--- src/rtl/m_frame_sequencer_pkg.sv ---
// ---------------------------------------------------------------------------
// m_frame_sequencer_pkg
// Shared definitions for the frame sequencer slice: default timing
// parameters, the sequencer state encoding and a counter-width helper.
// No ports (package).
// ---------------------------------------------------------------------------
package m_frame_sequencer_pkg;

    // 50 MHz system clock divided down to a 60 Hz frame tick.
    localparam int DEF_TICK_DIV       = 833333;
    localparam int DEF_LOGIC_DIV      = 8;
    localparam int DEF_TIMEOUT_CYCLES = 65536;

    // Encoding is visible on dbg_state, so the values are fixed.
    typedef enum logic [1:0] {
        S_IDLE   = 2'd0,
        S_WAIT   = 2'd1,
        S_LOGIC  = 2'd2,
        S_RENDER = 2'd3
    } seq_state_t;

    // Width of a counter that runs 0..n-1; never narrower than one bit so
    // a divide-by-one still has a legal register.
    function automatic int cntWidth(input int n);
        return (n <= 2) ? 1 : $clog2(n);
    endfunction

endpackage

--- src/rtl/m_frame_sequencer_tick_divider.sv ---
// ---------------------------------------------------------------------------
// m_tick_divider
// Divides the system clock into a single-cycle frame tick strobe.
// Ports:
//   clock  in  system clock
//   resetn in  asynchronous active-low reset
//   run    in  counter runs while high, is held at zero while low
//   tick   out one-cycle strobe when the counter sits at TICK_DIV-1
// ---------------------------------------------------------------------------
module m_tick_divider
    import m_frame_sequencer_pkg::*;
#(
    parameter int TICK_DIV = DEF_TICK_DIV
) (
    input  logic clock,
    input  logic resetn,
    input  logic run,
    output logic tick
);

    localparam int              CW       = cntWidth(TICK_DIV);
    localparam logic [CW-1:0]   CNT_LAST = CW'(TICK_DIV - 1);

    logic [CW-1:0] cnt_q;
    logic [CW-1:0] cnt_d;

    // Counter restarts from zero whenever the sequencer leaves idle, so the
    // first tick lands a full frame period after the run begins.
    always_comb begin
        cnt_d = cnt_q;
        if (!run) begin
            cnt_d = '0;
        end else if (cnt_q == CNT_LAST) begin
            cnt_d = '0;
        end else begin
            cnt_d = cnt_q + 1'b1;
        end
    end

    always_ff @(posedge clock or negedge resetn) begin
        if (!resetn) begin
            cnt_q <= '0;
        end else begin
            cnt_q <= cnt_d;
        end
    end

    assign tick = run && (cnt_q == CNT_LAST);

endmodule

--- src/rtl/m_frame_sequencer.sv ---
// ---------------------------------------------------------------------------
// m_frame_sequencer
// Per-frame scheduler for the render loop: issues a game-logic step every
// LOGIC_DIV frame ticks, enables the renderer once per frame until it
// reports finished, and watches both handshakes with a watchdog.
// Ports:
//   clock, resetn     system clock, asynchronous active-low reset
//   start, pause      level controls from the game FSM
//   logic_step        one-cycle request to the logic block
//   logic_done        one-cycle completion pulse from the logic block
//   render_enable     enable to the renderer (combinational gate)
//   render_finished   renderer finished flag
//   frame_count       completed renders, wraps at 2^16
//   overrun, timeout  sticky error flags
//   busy              high in S_LOGIC or S_RENDER
//   dbg_state         current state encoding
// ---------------------------------------------------------------------------
module m_frame_sequencer
    import m_frame_sequencer_pkg::*;
#(
    parameter int TICK_DIV       = DEF_TICK_DIV,
    parameter int LOGIC_DIV      = DEF_LOGIC_DIV,
    parameter int TIMEOUT_CYCLES = DEF_TIMEOUT_CYCLES
) (
    input  logic        clock,
    input  logic        resetn,
    input  logic        start,
    input  logic        pause,
    output logic        logic_step,
    input  logic        logic_done,
    output logic        render_enable,
    input  logic        render_finished,
    output logic [15:0] frame_count,
    output logic        overrun,
    output logic        timeout,
    output logic        busy,
    output logic [1:0]  dbg_state
);

    localparam int            LW         = cntWidth(LOGIC_DIV);
    localparam int            WW         = cntWidth(TIMEOUT_CYCLES);
    localparam logic [LW-1:0] LOGIC_LAST = LW'(LOGIC_DIV - 1);
    localparam logic [WW-1:0] WD_LAST    = WW'(TIMEOUT_CYCLES - 1);

    seq_state_t    state_q, state_d;
    logic [LW-1:0] logic_cnt_q, logic_cnt_d, logic_cnt_inc;
    logic [WW-1:0] wd_cnt_q, wd_cnt_d;
    logic          ren_q, ren_d;
    logic [15:0]   frame_count_q, frame_count_d;
    logic          overrun_q, overrun_d;
    logic          timeout_q, timeout_d;
    logic          logic_step_q, logic_step_d;
    logic          busy_q, busy_d;
    logic          tick;

    m_tick_divider #(
        .TICK_DIV (TICK_DIV)
    ) u_tick_divider (
        .clock  (clock),
        .resetn (resetn),
        .run    (state_q != S_IDLE),
        .tick   (tick)
    );

    // Logic-step phase counter wraps at LOGIC_DIV-1; it advances on every
    // tick, including ticks dropped as overruns and ticks while paused.
    assign logic_cnt_inc = (logic_cnt_q == LOGIC_LAST) ? '0 : logic_cnt_q + 1'b1;

    // Next-state logic. The state case handles normal sequencing; the start
    // check at the end overrides it because losing start beats every other
    // event, while sticky flags and the frame count are left untouched.
    always_comb begin
        state_d       = state_q;
        logic_cnt_d   = logic_cnt_q;
        wd_cnt_d      = wd_cnt_q;
        ren_d         = ren_q;
        frame_count_d = frame_count_q;
        overrun_d     = overrun_q;
        timeout_d     = timeout_q;
        logic_step_d  = 1'b0;

        case (state_q)
            S_IDLE: begin
                logic_cnt_d = '0;
                wd_cnt_d    = '0;
                ren_d       = 1'b0;
                if (start) begin
                    state_d       = S_WAIT;
                    frame_count_d = '0;
                    overrun_d     = 1'b0;
                    timeout_d     = 1'b0;
                end
            end
            S_WAIT: begin
                if (tick) begin
                    logic_cnt_d = logic_cnt_inc;
                    wd_cnt_d    = '0;
                    if ((logic_cnt_q == LOGIC_LAST) && !pause) begin
                        state_d      = S_LOGIC;
                        logic_step_d = 1'b1;
                    end else begin
                        state_d = S_RENDER;
                        ren_d   = 1'b1;
                    end
                end
            end
            S_LOGIC: begin
                wd_cnt_d = wd_cnt_q + 1'b1;
                if (tick) begin
                    overrun_d   = 1'b1;
                    logic_cnt_d = logic_cnt_inc;
                end
                // Completion is checked before expiry so a late done wins.
                if (logic_done) begin
                    state_d  = S_RENDER;
                    ren_d    = 1'b1;
                    wd_cnt_d = '0;
                end else if (wd_cnt_q == WD_LAST) begin
                    state_d   = S_WAIT;
                    timeout_d = 1'b1;
                    wd_cnt_d  = '0;
                end
            end
            S_RENDER: begin
                wd_cnt_d = wd_cnt_q + 1'b1;
                if (tick) begin
                    overrun_d   = 1'b1;
                    logic_cnt_d = logic_cnt_inc;
                end
                if (render_finished) begin
                    state_d       = S_WAIT;
                    ren_d         = 1'b0;
                    frame_count_d = frame_count_q + 16'd1;
                    wd_cnt_d      = '0;
                end else if (wd_cnt_q == WD_LAST) begin
                    state_d   = S_WAIT;
                    ren_d     = 1'b0;
                    timeout_d = 1'b1;
                    wd_cnt_d  = '0;
                end
            end
            default: begin
                state_d = S_IDLE;
            end
        endcase

        if (!start) begin
            state_d       = S_IDLE;
            ren_d         = 1'b0;
            logic_step_d  = 1'b0;
            logic_cnt_d   = '0;
            wd_cnt_d      = '0;
            frame_count_d = frame_count_q;
            overrun_d     = overrun_q;
            timeout_d     = timeout_q;
        end

        busy_d = (state_d == S_LOGIC) || (state_d == S_RENDER);
    end

    always_ff @(posedge clock or negedge resetn) begin
        if (!resetn) begin
            state_q       <= S_IDLE;
            logic_cnt_q   <= '0;
            wd_cnt_q      <= '0;
            ren_q         <= 1'b0;
            frame_count_q <= '0;
            overrun_q     <= 1'b0;
            timeout_q     <= 1'b0;
            logic_step_q  <= 1'b0;
            busy_q        <= 1'b0;
        end else begin
            state_q       <= state_d;
            logic_cnt_q   <= logic_cnt_d;
            wd_cnt_q      <= wd_cnt_d;
            ren_q         <= ren_d;
            frame_count_q <= frame_count_d;
            overrun_q     <= overrun_d;
            timeout_q     <= timeout_d;
            logic_step_q  <= logic_step_d;
            busy_q        <= busy_d;
        end
    end

    // The enable drops in the same cycle finished rises, so the renderer
    // never sees a stray enable cycle that would restart its erase pass.
    assign render_enable = ren_q & ~render_finished;
    assign logic_step    = logic_step_q;
    assign frame_count   = frame_count_q;
    assign overrun       = overrun_q;
    assign timeout       = timeout_q;
    assign busy          = busy_q;
    assign dbg_state     = state_q;

endmodule

--- config.mk ---
export PLATFORM = sky130hd
export DESIGN_NAME = m_frame_sequencer
export DESIGN_NICKNAME = d
export VERILOG_FILES = /design/src/rtl/m_frame_sequencer_pkg.sv /design/src/rtl/m_frame_sequencer_tick_divider.sv /design/src/rtl/m_frame_sequencer.sv
export SDC_FILE = /design/constraint.sdc
export NUM_CORES = 1
export LEC_CHECK = 0
export CAP_MARGIN = 10
export CORE_ASPECT_RATIO = 0.9
export CORE_MARGIN = 2
export CORE_UTILIZATION = 40
export DETAILED_ROUTE_END_ITERATION = 10
export GPL_TIMING_DRIVEN = 0
export PLACE_DENSITY = 0.56
export SETUP_SLACK_MARGIN = 0.15
export SLEW_MARGIN = 20
export SYNTH_ARGS = -nofsm -noshare
export SYNTH_HDL_FRONTEND = slang
export SYNTH_SLANG_ARGS = --single-unit
export TNS_END_PERCENT = 10
--- constraint.sdc ---
create_clock -name clock -period 5.1 [get_ports clock]
set_input_delay 0.765 -clock clock [delete_from_list [all_inputs] [get_ports clock]]
set_output_delay 0.765 -clock clock [all_outputs]
set_load 0.02 [all_outputs]
Word-level counts from Yosys, hierarchy flattened
Cells that the tools add are included.
{"block": "word_totals", "latch_bits": 0, "register_bits": 62, "ram_bits": 0, "mem_bits_ro": 0, "memories": 0, "in_bits": 6, "output_inout_bits": 23}
{"block": "classes", "multipliers": 0, "n_mux": 38, "shifts": 0, "eq_ne": 17, "n_addsub": 4, "bitwise": 2, "n_lt_le_gt_ge": 0, "n_reduce_logical": 15, "div": 0}
{"op": "$mux W16", "count": 6}
{"op": "$pmux W16 S4", "count": 1}
{"op": "$mux W20", "count": 2}
{"op": "$add A16 B1 Y16 const B", "count": 2}
{"op": "$pmux W16 S2", "count": 1}
{"op": "$add A20 B1 Y20 const B", "count": 1}
{"op": "$eq A20 B20 Y1 const B", "count": 1}
{"op": "$eq A16 B16 Y1 const B", "count": 1}
{"op": "$mux W1", "count": 15}
{"op": "$mux W2", "count": 5}
{"op": "$mux W3", "count": 3}
{"op": "$ne A3 B3 Y1 const B", "count": 3}
{"op": "$eq A2 B2 Y1 const B", "count": 4}
{"op": "$pmux W2 S4", "count": 1}
{"op": "$reduce_and A4 Y1", "count": 2}
{"op": "$ne A2 B2 Y1 const B", "count": 3}
{"op": "$pmux W3 S2", "count": 1}
{"op": "$reduce_and A3 Y1", "count": 2}
{"op": "$reduce_bool A2 Y1", "count": 3}
{"op": "$ne A4 B4 Y1 const B", "count": 1}
{"op": "$pmux W1 S4", "count": 1}
{"op": "$add A3 B1 Y3 const B", "count": 1}
{"op": "$eq A3 B3 Y1 const B", "count": 1}
{"op": "$ne A3 B2 Y1 const B", "count": 1}
{"op": "13 further kinds", "count": 14}

Logic depth before layout (Yosys ltp)
Gate-level depths: netlist of the first run.
{"block": "depth", "word_depth": 8, "ltp_mapped": 8}

Hierarchy
Synthesis of the first run repeated with hierarchy kept, for this count alone.
{"block": "hier_totals", "hier_cells": 360, "area_unflattened_um2": 3502.1}
{"mod": "m_frame_sequencer", "area_per_inst_um2": 2439.8, "instances": 1, "cells_each": 248, "seq_area_each_um2": 1051.0}
{"mod": "m_tick_divider", "area_per_inst_um2": 1062.3, "instances": 1, "cells_each": 112, "seq_area_each_um2": 500.5}

Least setup slack after synthesis of the first run
Ideal clock, no wire load.
{"block": "synth_path", "kind": "register to register", "startpoint": "register state_q[1] (netlist: dbg_state[1])", "endpoint": "register frame_count_q[14] (netlist: frame_count[14])", "n_path_buf": 1, "setup_ps": 77, "stages_incl_launch_ff": 9, "arrival_ps": 2090, "path_slack_ps": 2932, "synth_period_minus_slack_ps": 2168, "cell_sequence": "dfrtp_1 > inv_1 > ha_1 > buf_2 > mux2i_1 > nor4b_2 > nand3_1 > or2_2 > a21oi_1"}
{"block": "synth_between", "elab_chain_len": 3}
{"item": "from (decl)", "line_no": "m_frame_sequencer.sv:45", "text": "seq_state_t state_q, state_d;"}
{"item": "from (signal assigned)", "line_no": "m_frame_sequencer.sv:173", "text": "state_q <= state_d;"}
{"item": "$eq A2 B2 Y1 or $logic_not A2 Y1 (tied branches)", "line_no": "m_frame_sequencer.sv:82", "text": "case (state_q)"}
{"item": "$ne A2 B2 Y1 (no source line) or $reduce_bool A2 Y1 (tied branches)"}
{"item": "$reduce_and A3 Y1 (no source line)"}
{"item": "to (signal assigned)", "line_no": "m_frame_sequencer.sv:177", "text": "frame_count_q <= frame_count_d;"}
{"item": "to (decl)", "line_no": "m_frame_sequencer.sv:49", "text": "logic [15:0] frame_count_q, frame_count_d;"}
Several ways; a longest one is shown, not always the timed one.
A chain may end at the register's enable or synchronous reset.

Worst setup path after layout of the first run
{"block": "layout_path", "startpoint": "input port start", "endpoint": "register frame_count_q[8] (netlist: frame_count[8])"}
{"block": "layout_between", "elab_chain_len": 1}
{"item": "from (decl)", "line_no": "m_frame_sequencer.sv:27", "text": "input logic start,"}
{"item": "$reduce_and A3 Y1 (no source line)"}
Every way passes these cells.

==> results of run 1 <==
-- cells by family after synthesis --
family | count (synthesis) | synth area share [%]
and+or+nand+nor | 165 | 26.3
DFF | 62 | 45.9
AOI/OAI and AO/OA | 53 | 11.1
xor gates and xnor gates | 30 | 7.77
buffers and inverters | 23 | 2.70
adders and majority gates | 12 | 4.44
muxes | 6 | 1.78
-- power by group --
part	internal (W)	leakage (nW)	switching (W)
Combinational	0.0000227	0.693	0.0000493
Clock	0.000235	0.0952	0.000191
Sequential	0.000496	0.863	0.00000533
-- state kept, by name, indices dropped and copies added, names as in the netlist --
name	flops
busy	1
dbg_state	2
frame_count	16
logic_cnt_q	3
logic_step	1
overrun	1
ren_q	1
timeout	1
u_tick_divider.cnt_q	20
wd_cnt_q	16
-- layout make-up --
cell class	instances	area, sq um
plain buffers	9	38.8
clock buffers	11	141
clock inverters	4	47.5
fillers	782	4130
inverters	14	52.6
multi-input cells	266	1740
flip-flops and latches	62	1550
well taps	99	124
repair buffers	28	288
-- layout by cell type (no fill, tap or decap), types with 6 or more instances in the layout --
cell             count
clkdlybuf4s50_1     26
clkbuf_8            10
a21oi_1             11
xnor2_1             11
nand3_1             21
nor2_1              51
ha_1                12
nand2_1             27
nor4_1               6
nand4_1             12
xor2_1              19
and3_1              10
nor3_1               8
inv_1               14
mux2i_1              6
dfrtp_1             62
o21ai_0             14
-- metal layers --
layer / part of all wire [%] / GRT usage [%] / vias up
li1: - / - / 1331
met1: 49 / 23.0 / 1297
met2: 46 / 26.8 / 62
met3: 3.8 / 3.77 / 15
met4: 1.6 / 6.08 / 0
met5: 0 / 0 / -
-- stage by stage --
stage / utilization, % / cell area (sq um) / hold WS, ps / power (W)
global placement: 46.6 / 3770 / 479 / 0.000582
global route: 49.1 / 3980 / 385 / 0.00105
finish: 49.1 / 3980 / 365 / 0.000999
floorplan: - / 3380 / 445 / 0.000551
detailed placement: 46.8 / 3790 / 472 / 0.000584
CTS: 49.1 / 3980 / 373 / 0.00102
-- how the worst min path moves through the flow --
stage	start	end	slack, ps	depth (start not counted)
global route	resetn	frame_count[13]	390	1
finish	resetn	frame_count[13]	370	1
floorplan	wd_cnt_q[15]	wd_cnt_q[15]	440	1
CTS	resetn	frame_count[13]	370	1
detailed placement	wd_cnt_q[15]	wd_cnt_q[15]	470	1
global placement	wd_cnt_q[15]	wd_cnt_q[15]	480	1
==> results by group, run 1 <==
Status
  – Status: complete, no violations

Synthesis
  – Syn Inst Count: between 300 and 400
  – Synth Register Bits: 62
  – Post-synth EDFFs: 0
  – Number of library cell types mapped by synthesis: between 50 and 60
  – Average cell area after synthesis: about 9.6 sq um
  – Mapped Nets: around 370
  – Sequential area share after synthesis: ~46%
  – Post-synth top area cell: dfrtp_1
  – Count leader, synth: dfrtp_1
  – Mapped Area: between 0.003 and 0.004 sq mm
  – Top FF cell, synth: dfrtp_1
  – Synth warnings: 0
  – Synth area leaders: dfrtp_1 (46%), nor2_1 (5.7%), xor2_1 (4.9%)
  – Top cell type's share of synthesized area: 45.9%
  – Commonest cells in the netlist: dfrtp_1 (62), nor2_1 (51), nand2_1 (27)
  – Fraction of registers with async set/reset: between 90% and 100%

CTS
  – CTS sink count: between 60 and 70
  – CTS buffer count: 9
  – TritonCTS clock tree: built
  – Htree depth: 3
  – Clock buffer depth: 2
  – Worst-Skew Late Latency: 330 ps
  – Hold buffers post-CTS: 0
  – Root Buffer: clkbuf_8
  – Reg clk slew, reported paths: 70 ps
  – PostCTS Resize Cnt: 0
  – Post-CTS setup buffer count: 0

Timing
  – Final worst setup slack: 2410 ps
  – Final hold violation count: 0
  – Setup violations, final: 0
  – Fmax: ~370 MHz
  – Actual slew at the worst max-slew pin: 925 ps
  – RSZ-0062 raised after global routing: no
  – Max Slew Vio Count: 0
  – Slew HR: a little under two fifths
  – Clock skew: ~12 ps
  – Min Tclk post-route: ~2700 ps
  – Setup_tns: 0 ps
  – Final period utilization: a little over half

GRT
  – GRT overflow: 0
  – Largest net degree at the start of global routing: 33
  – Vias in the first global route: 2604
  – First-pass GRT wire length: around 12000 um
  – GRT Util Overall: roughly 17%
  – Initial antenna violation count: 0

Job
  – Max Cap Viol: 0

Pwr
  – Peak supply drop: between 0.1 and 0.15 mV
  – Leak: 1.65 nW
  – Pwr dens: between 200 and 300 mW/mm^2

Critical path
  – Worst R2R Setup Slack: 2420 ps
  – CP max stage cell: clkdlybuf4s50_1
  – Worst Setup SP: start
  – Critical Path RT: around 5300 ps
  – Setup crit end: frame_count[8]
  – Worst path max stage delay: about 590 ps
  – Critical path buffers and inverters: 4
  – CP startpoint kind: primary input
  – Cell family with most CP delay: buffers and inverters
  – Crit Path Max Fanout: 10
  – Arrival time at the worst endpoint: 2890 ps
  – Worst Setup End Kind: flip-flop
  – CP Class: in2reg
  – Reg2Reg Launch Point: dbg_state[0]
  – Crit path cell chain: clkdlybuf4s50_1, buf_1, inv_1, nor3b_1, clkbuf_1, nor2_1
  – Reg-to-reg critical path endpoint: wd_cnt_q[7]
  – Path depth of the worst reg2reg path: 7
  – Total stage count of the critical path: 6

Placement
  – RePlAce Congestion: just under 0.8
  – Final HPWL DP: between 5000 and 6000 um
  – Pre-CTS setup slack: about 2000 ps
  – Placed cell count: ~480
  – Port Buf Inserts: 27

Drt
  – DRT iter0 DRCs: 118
  – DRC: 0
  – Via count: about 2700
  – Total Routed Length: approximately 7200 um
  – Pre-antenna DRT Iters: 4
  – Antenna Nets Post-Route: 0
  – Avg WL per Cell: 14.6 um
  – Via/cell ratio: ~5.5

Floorplan
  – Ports: 29
  – Chip width: 101 um
  – Die Height: approximately 90 um
  – DIE AREA: a little over 0.009 sq mm
  – Row count: 31
  – Initial Utilization: a little over two fifths
  – Total core area: slightly above 0.008 sq mm

Hold path
  – Hold Crit Class: in2async

Finish
  – Share of cells above drive strength 1: 8.12%
  – Non-filler cells, final: 493
  – Nets@finish: 408
  – Area delta synth->final: 17.8%
  – Antenna cell count: 0
(Power assumes the default switching activity.)
==> run 2, diff against run 1 <==
PLACE_DENSITY = 0.58   (was 0.56)
clock period = 2.2 ns   (was 5.1 ns; I/O delays follow)
==> run 2 against run 1 <==
Cell area up 5.6%. Clock-buffer cell count down 1. Critical endpoint is now wd_cnt_q[8]. Sequential share of layout area down 2.0 points. Via count up 1.7%.
==> results by group, run 2 (synthesis gave the netlist of run 1 again) <==
Status
  – Status: complete, no violations

Timing
  – Setup violations, final: 0 (unchanged)
  – Clock skew: 11.0 ps (-1.11 ps)
  – Final hold violation count: 0 (unchanged)
  – Max Slew Vio Count: 0 (unchanged)
  – Setup_tns: 0 ps (unchanged)
  – Min Tclk post-route: 2120 ps
  – WHS: 461 ps (+95.4 ps)
  – Final period utilization: 96.5%
  – RSZ-0062 raised after global routing: yes
  – Actual slew at the worst max-slew pin: 593 ps (-332 ps)
  – Slew HR: 60.2% (+22 points)
  – Fmax: 471 MHz

GRT
  – GRT Util Overall: 17.3% (+0.25 points)
  – Initial antenna violation count: 0 (unchanged)
  – Vias in the first global route: 2602 (-0.077%)
  – GRT overflow: 0 (unchanged)
  – Largest net degree at the start of global routing: 34 (+3.0%)
  – First-pass GRT wire length: 12800 um (+3.2%)

Drt
  – Via/cell ratio: 5.43 (-1.1%)
  – DRC: 0 (unchanged)
  – Total Routed Length: 7440 um (+3.1%)
  – Via count: 2752 (+1.7%)
  – Pre-antenna DRT Iters: 4 (unchanged)
  – Avg WL per Cell: 14.7 um (+0.22%)
  – DRT iter0 DRCs: 105 (-11%)
  – Antenna Nets Post-Route: 0 (unchanged)

Critical path
  – Arrival time at the worst endpoint: 2350 ps (-540 ps)
  – CP Class: reg2reg
  – Critical Path RT: 2430 ps (-2870 ps)
  – Worst Setup End Kind: flip-flop
  – Crit Path Max Fanout: 7 (-3)
  – CP startpoint kind: flip-flop

Pwr
  – Pwr Total: 0.00225 W (+130%)
  – Pwr dens: 536 mW/mm^2 (+110%)
  – Peak supply drop: 0.276 mV (+120%)
  – Leak: 1.74 nW (+5.5%)

CTS
  – Clock buffer depth: 2 (unchanged)
  – Reg clk slew, reported paths: 70 ps (about the same)
  – Htree depth: 3 (unchanged)
  – CTS buffer count: 9 (unchanged)
  – CTS sink count: 62 (unchanged)
  – Root Buffer: clkbuf_8
  – Worst-Skew Late Latency: 340 ps (about the same)
  – TritonCTS clock tree: built

Placement
  – Port Buf Inserts: 27 (unchanged)
  – RePlAce Congestion: 0.808 (+4.0%)
  – Final HPWL DP: 5040 um (+0.15%)
  – Placed cell count: 478 (unchanged)

Floorplan
  – Chip width: 101 um (unchanged)
  – Ports: 29 (unchanged)
  – Die Height: 91.2 um (unchanged)
  – Row count: 31 (unchanged)
  – Initial Utilization: 41.7% (unchanged)
  – Total core area: 0.00811 sq mm (unchanged)
  – DIE AREA: 0.00920 sq mm (unchanged)

Finish
  – Antenna cell count: 0 (unchanged)
  – Non-filler cells, final: 507 (+2.8%)
  – Largest register FFs: 20 (unchanged)
  – Area delta synth->final: 24.4%
  – Nets@finish: 421 (+3.2%)
  – # fillers: 734 (-6.1%)
  – Multi-input combinational cell area: 0.00186 sq mm (+7.1%)
  – Register area: 0.00155 sq mm (+0.16%)
  – Most frequent cells in the layout: dfrtp_1 (60), nor2_1 (49), nand2_1 (27), clkdlybuf4s50_1 (26), nand3_1 (21)
  – Commonest non-fill, non-tap cell in the layout: dfrtp_1
  – Share of cells above drive strength 1: 17.6% (+9.5 points)
  – Final core utilization: 51.9% (+2.8 points)
  – Biggest register: u_tick_divider.cnt_q

Hold path
  – Hold Crit Class: in2async

Job
  – Max Cap Viol: 0 (unchanged)
[run 2: changes by cell type in the layout (fill, tap and decap cells not counted), sizes merged]
cell / previous run / this run
buf: 7 / 18
clkinvlp: 1 / 3
bufinv: 1 / 0
dlygate4sd3: 0 / 1
clkinv: 2 / 3
[run 2: timing repair]
action,CTS,global route
buffers inserted,7,5
pin swaps,4,14
endpoints found under the hold margin,29,0
hold buffers,1,0
gates resized for setup,11,25
endpoints found under the setup margin,32,40
[run 2: per-layer routing]
layer / vias to the layer above / GRT usage [%] / wire [um]
li1: 1356 / - / -
met1: 1338 / 25.2 / 3790
met2: 50 / 25.5 / 3320
met3: 8 / 4.31 / 253
met4: 0 / 4.62 / 78
met5: - / 0 / 0
[run 2: critical path, cell delays in order (launching register included)]
cell       delay (ps)
dfrtp_1           390
inv_1              70
ha_2              170
and4bb_2          250
nand4_4           150
o311ai_4          440
buf_6             180
nand2_1            70
a2111oi_2         300
[run 2: worst paths after layout]
check / from / to / slack, ps / cells after the start
worst max register to register: u_tick_divider.cnt_q[1] / wd_cnt_q[8] / 80 / 8
worst max-delay path: u_tick_divider.cnt_q[1] / wd_cnt_q[8] / 80 / 8
max in group asynchronous: resetn / u_tick_divider.cnt_q[7] / 1220 / 3
worst min-delay path: resetn / frame_count[13] / 460 / 2
worst min register to register: wd_cnt_q[5] / wd_cnt_q[5] / 510 / 1
min in group clock: render_finished / frame_count[0] / 470 / 3
[run 2: where the power goes]
group / internal (W) / switching [W]
logic: 0.0000707 / 0.000126
clock network: 0.000433 / 0.000464
registers: 0.00115 / 0.0000107
[run 2: cell type report]
| cell class | count | share of cell area (%) |
|---|---|---|
| buffer | 9 | 1.13 |
| multi-input combinational | 266 | 44.2 |
| clock buffer | 10 | 3.27 |
| timing repair buffer | 41 | 9.32 |
| inverter | 14 | 1.25 |
| clock inverter | 6 | 0.893 |
| tap | 99 | 2.95 |
| sequential | 62 | 37.0 |
[run 2: stage by stage]
step | instance area [sq um] | setup slack, ps
4_1_cts | 4090 | 47.1
3_3_place_gp | 3780 | -1590
3_5_place_dp | 3800 | -449
2_1_floorplan | 3380 | 131
6_report | 4200 | 76.1
5_1_grt | 4200 | 3.68
==> run 3, diff against run 2 <==
ABC_AREA = 1   (was unset)
PLACE_DENSITY = 0.57   (was 0.58)
==> run 3 against run 2 <==
First-iteration DRC count fell by 14%. Global-route usage rose by 0.88 points. Area after synthesis rose by 11%. Critical path type unchanged. Largest cell class unchanged. Largest power group unchanged. Highest routed layer unchanged.
==> results by group, run 3 <==
Critical path
  – CP Class: reg2reg
  – CP max stage cell: dfrtp_1
  – Critical Path RT: 2420 ps (about the same)
  – Top cell by count, worst path: buf_2
  – Crit Path Max Fanout: 10 (+3)
  – Path depth of the worst reg2reg path: 9 (+1)
  – Worst Setup End Kind: flip-flop
  – Reg2Reg Launch Point: dbg_state[0]
  – Arrival time at the worst endpoint: 2160 ps (-190 ps)
  – CP startpoint kind: flip-flop
  – Worst path max stage delay: 450 ps (about the same)
  – Crit path cell chain: ha_1, buf_2, nand2_1, o211ai_1, buf_2, nor3_4, inv_1, o21ai_0, a21oi_1
  – Reg-to-reg critical path endpoint: frame_count[4]
  – Worst R2R Setup Slack: 270 ps (+190 ps)

Drt
  – Metal2 WL: 4020 um (+21%)
  – Routed metal-1 wirelength: 4050 um (+7.0%)
  – DRT iter0 DRCs: 90 (-14%)
  – Avg WL per Cell: 12.4 um (-16%)
  – Met3 WL: 320 um (+26%)
  – Total Routed Length: 8540 um (+15%)
  – Antenna Nets Post-Route: 0 (unchanged)
  – Via count: 3390 (+23%)
  – Pre-antenna DRT Iters: 4 (unchanged)
  – Top sig layer: met4
  – Via/cell ratio: 4.91 (-9.6%)
  – DRC: 0 (unchanged)

CTS
  – TritonCTS clock tree: built
  – CTS buffer count: 9 (unchanged)
  – Reg clk slew, reported paths: 60 ps (about the same)
  – Post-CTS setup buffer count: 0 (-7)
  – Clock buffer depth: 2 (unchanged)
  – Worst-Skew Late Latency: 340 ps (about the same)
  – Root Buffer: clkbuf_8
  – Htree depth: 3 (unchanged)
  – CTS sink count: 62 (unchanged)

GRT
  – GRT overflow: 0 (unchanged)
  – Vias in the first global route: 3189 (+23%)
  – Largest net degree at the start of global routing: 35 (+2.9%)
  – First-pass GRT wire length: 14600 um (+14%)
  – Initial antenna violation count: 0 (unchanged)
  – GRT Util Overall: 18.2% (+0.88 points)

Timing
  – Actual slew at the worst max-slew pin: 480 ps (-112 ps)
  – Clock skew: 8.32 ps (-2.67 ps)
  – Setup_tns: 0 ps (unchanged)
  – RSZ-0062 raised after global routing: yes
  – Max Slew Vio Count: 0 (unchanged)
  – Min Tclk post-route: 1930 ps (-190 ps)
  – Setup violations, final: 0 (unchanged)
  – Fmax: 517 MHz (+9.8%)
  – Slew HR: 67.7% (+7.6 points)
  – Final period utilization: 87.9% (-8.6 points)
  – Final hold violation count: 0 (unchanged)

Placement
  – Final HPWL DP: 6430 um (+28%)
  – Placed Area: 0.00418 sq mm (+10%)
  – RePlAce Congestion: 0.939 (+16%)
  – Port Buf Inserts: 27 (unchanged)

Synthesis
  – Count leader, synth: nand2_1
  – Synth Register Bits: 62 (unchanged)
  – Post-synth EDFFs: 0 (unchanged)
  – Post-synth top area cell: dfrtp_1
  – Fraction of registers with async set/reset: 100% (unchanged)
  – Mapped Nets: 542 (+47%)
  – Mapped Area: 0.00373 sq mm (+11%)
  – Commonest cells in the netlist: nand2_1 (136), inv_1 (77), nor2_1 (73)
  – Average cell area after synthesis: 7.13 sq um (-26%)
  – Top cell type's share of synthesized area: 41.5% (-4.4 points)
  – Number of library cell types mapped by synthesis: 34 (-36%)
  – Synth area leaders: dfrtp_1 (42%), nand2_1 (14%), inv_1 (7.7%)
  – Syn Inst Count: 524 (+49%)
  – Top FF cell, synth: dfrtp_1
  – Sequential area share after synthesis: 41.5% (-4.4 points)
  – Synth warnings: 0 (unchanged)

Pwr
  – Internal: 0.00186 W (+13%)
  – Leak: 2.11 nW (+21%)
  – Peak supply drop: 0.287 mV (+3.8%)
  – Clock Power Share: 45.8% (+6.0 points)
  – Net Sw Frac: 22.6% (-4.0 points)
  – Comb power frac: 6.3% (-2.4 points)
  – Pwr dens: 544 mW/mm^2 (+1.5%)
  – P_sw: 0.000544 W (-9.4%)
  – Pwr Total: 0.00240 W (+6.7%)
  – Sequential share of power: 47.9% (-3.6 points)

Hold path
  – Hold Startpoint: start
  – Hold Path Sink: wd_cnt_q[10]
  – Worst hold path depth: 3
  – Hold Crit Class: in2reg

Status
  – Status: complete, no violations

Floorplan
  – Ports: 29 (unchanged)
  – Row count: 33 (+6.5%)
  – Chip width: 106 um (+4.9%)
  – Total core area: 0.00908 sq mm (+12%)
  – Die Height: 95.7 um (+4.9%)
  – Initial Utilization: 41.1% (-0.57 points)
  – DIE AREA: 0.0101 sq mm (+10%)

Job
  – Max Cap Viol: 0 (unchanged)

Finish
  – Final core utilization: 48.7% (-3.2 points)
  – Share of cells above drive strength 1: 8.08% (-9.6 points)
  – Commonest non-fill, non-tap cell in the layout: nand2_1
  – Design Area, Final: 0.00442 sq mm (+5.1%)
  – Nets@finish: 582 (+38%)
  – Area delta synth->final: 18.3%
  – Antenna cell count: 0 (unchanged)
  – Most frequent cells in the layout: nand2_1 (135), inv_1 (76), nor2_1 (72), dfrtp_1 (62), nand3_1 (42)
  – Largest register FFs: 20 (unchanged)
  – Biggest register: u_tick_divider.cnt_q
run 3: changes by cell type in the layout (fill, tap and decap cells not counted), sizes merged, moves of 11 or more:
cell and change:
nand2 +112, inv +67, nor2 +28, nand3 +21
a21oi +12, xor2 -11
run 3: logic make-up after synthesis:
group	Yosys count	synth area share [%]
DFF	62	41.5
buffers and inverters	88	9.48
AOI/OAI and AO/OA	51	7.37
and+or+nand+nor	301	35.2
adders and majority gates	12	4.02
xor gates and xnor gates	10	2.35
run 3: per-layer routing:
layer / vias up / global-route usage (%)
li1: 1739 / -
met1: 1578 / 22.7
met2: 58 / 31.2
met3: 15 / 4.37
met4: 0 / 5.92
met5: - / 0
run 3: how the worst max path moves through the flow:
stage                 startpoint  cells past startpoint              end
finish              dbg_state[0]                      9   frame_count[4]
global route        dbg_state[0]                      9  frame_count[15]
CTS                 dbg_state[1]                      8  frame_count[15]
detailed placement  dbg_state[1]                      8  frame_count[15]
global placement          resetn                      1   logic_cnt_q[1]
floorplan           dbg_state[0]                      9   frame_count[4]
run 3: area by class of cell:
class                      count  area, sq um
clock inverter                 4         70.1
inverter                      81          304
sequential                    62         1550
multi-input combinational    374         1850
clock buffer                  12          145
tap                          122          153
fill                         916         4660
buffer                         7         50.0
timing repair buffer          29          298
run 3: power groups by stage:
stage,Clock [W],Sequential [W],Combinational [W]
2_1_floorplan,0,0.00117,0.0000803
3_3_place_gp,0,0.00117,0.000146
3_5_place_dp,0,0.00117,0.000150
4_1_cts,0.00114,0.00115,0.000153
5_1_grt,0.00119,0.00115,0.000170
6_report,0.00110,0.00115,0.000151
run 3: worst max-delay path, delay by kind of cell (launching register included):
| kind | cells | cell delay, ps |
|---|---|---|
| AND/OR/NAND/NOR | 2 | 290 |
| flip-flops | 1 | 450 |
| adder cells (fa/ha/maj) | 1 | 220 |
| AO/OA/AOI/OAI | 3 | 390 |
| buffers and inverters | 3 | 470 |
run 3: stage by stage:
step                      worst slack (ps)  cells  hold slack, ps
after floorplan                        354    524            34.4
after global placement               -1420    673             451
after detailed placement              80.5    674             285
after CTS                              157    691             325
after global routing                   106    691             347
final                                  266    691             340
run 3: repair_timing:
item | in CTS | in global routing
hold endpoints to repair | 28 | 0
hold buffers | 1 | 0
endpoints found under the setup margin | 3 | 14
resized for setup | 2 | 6
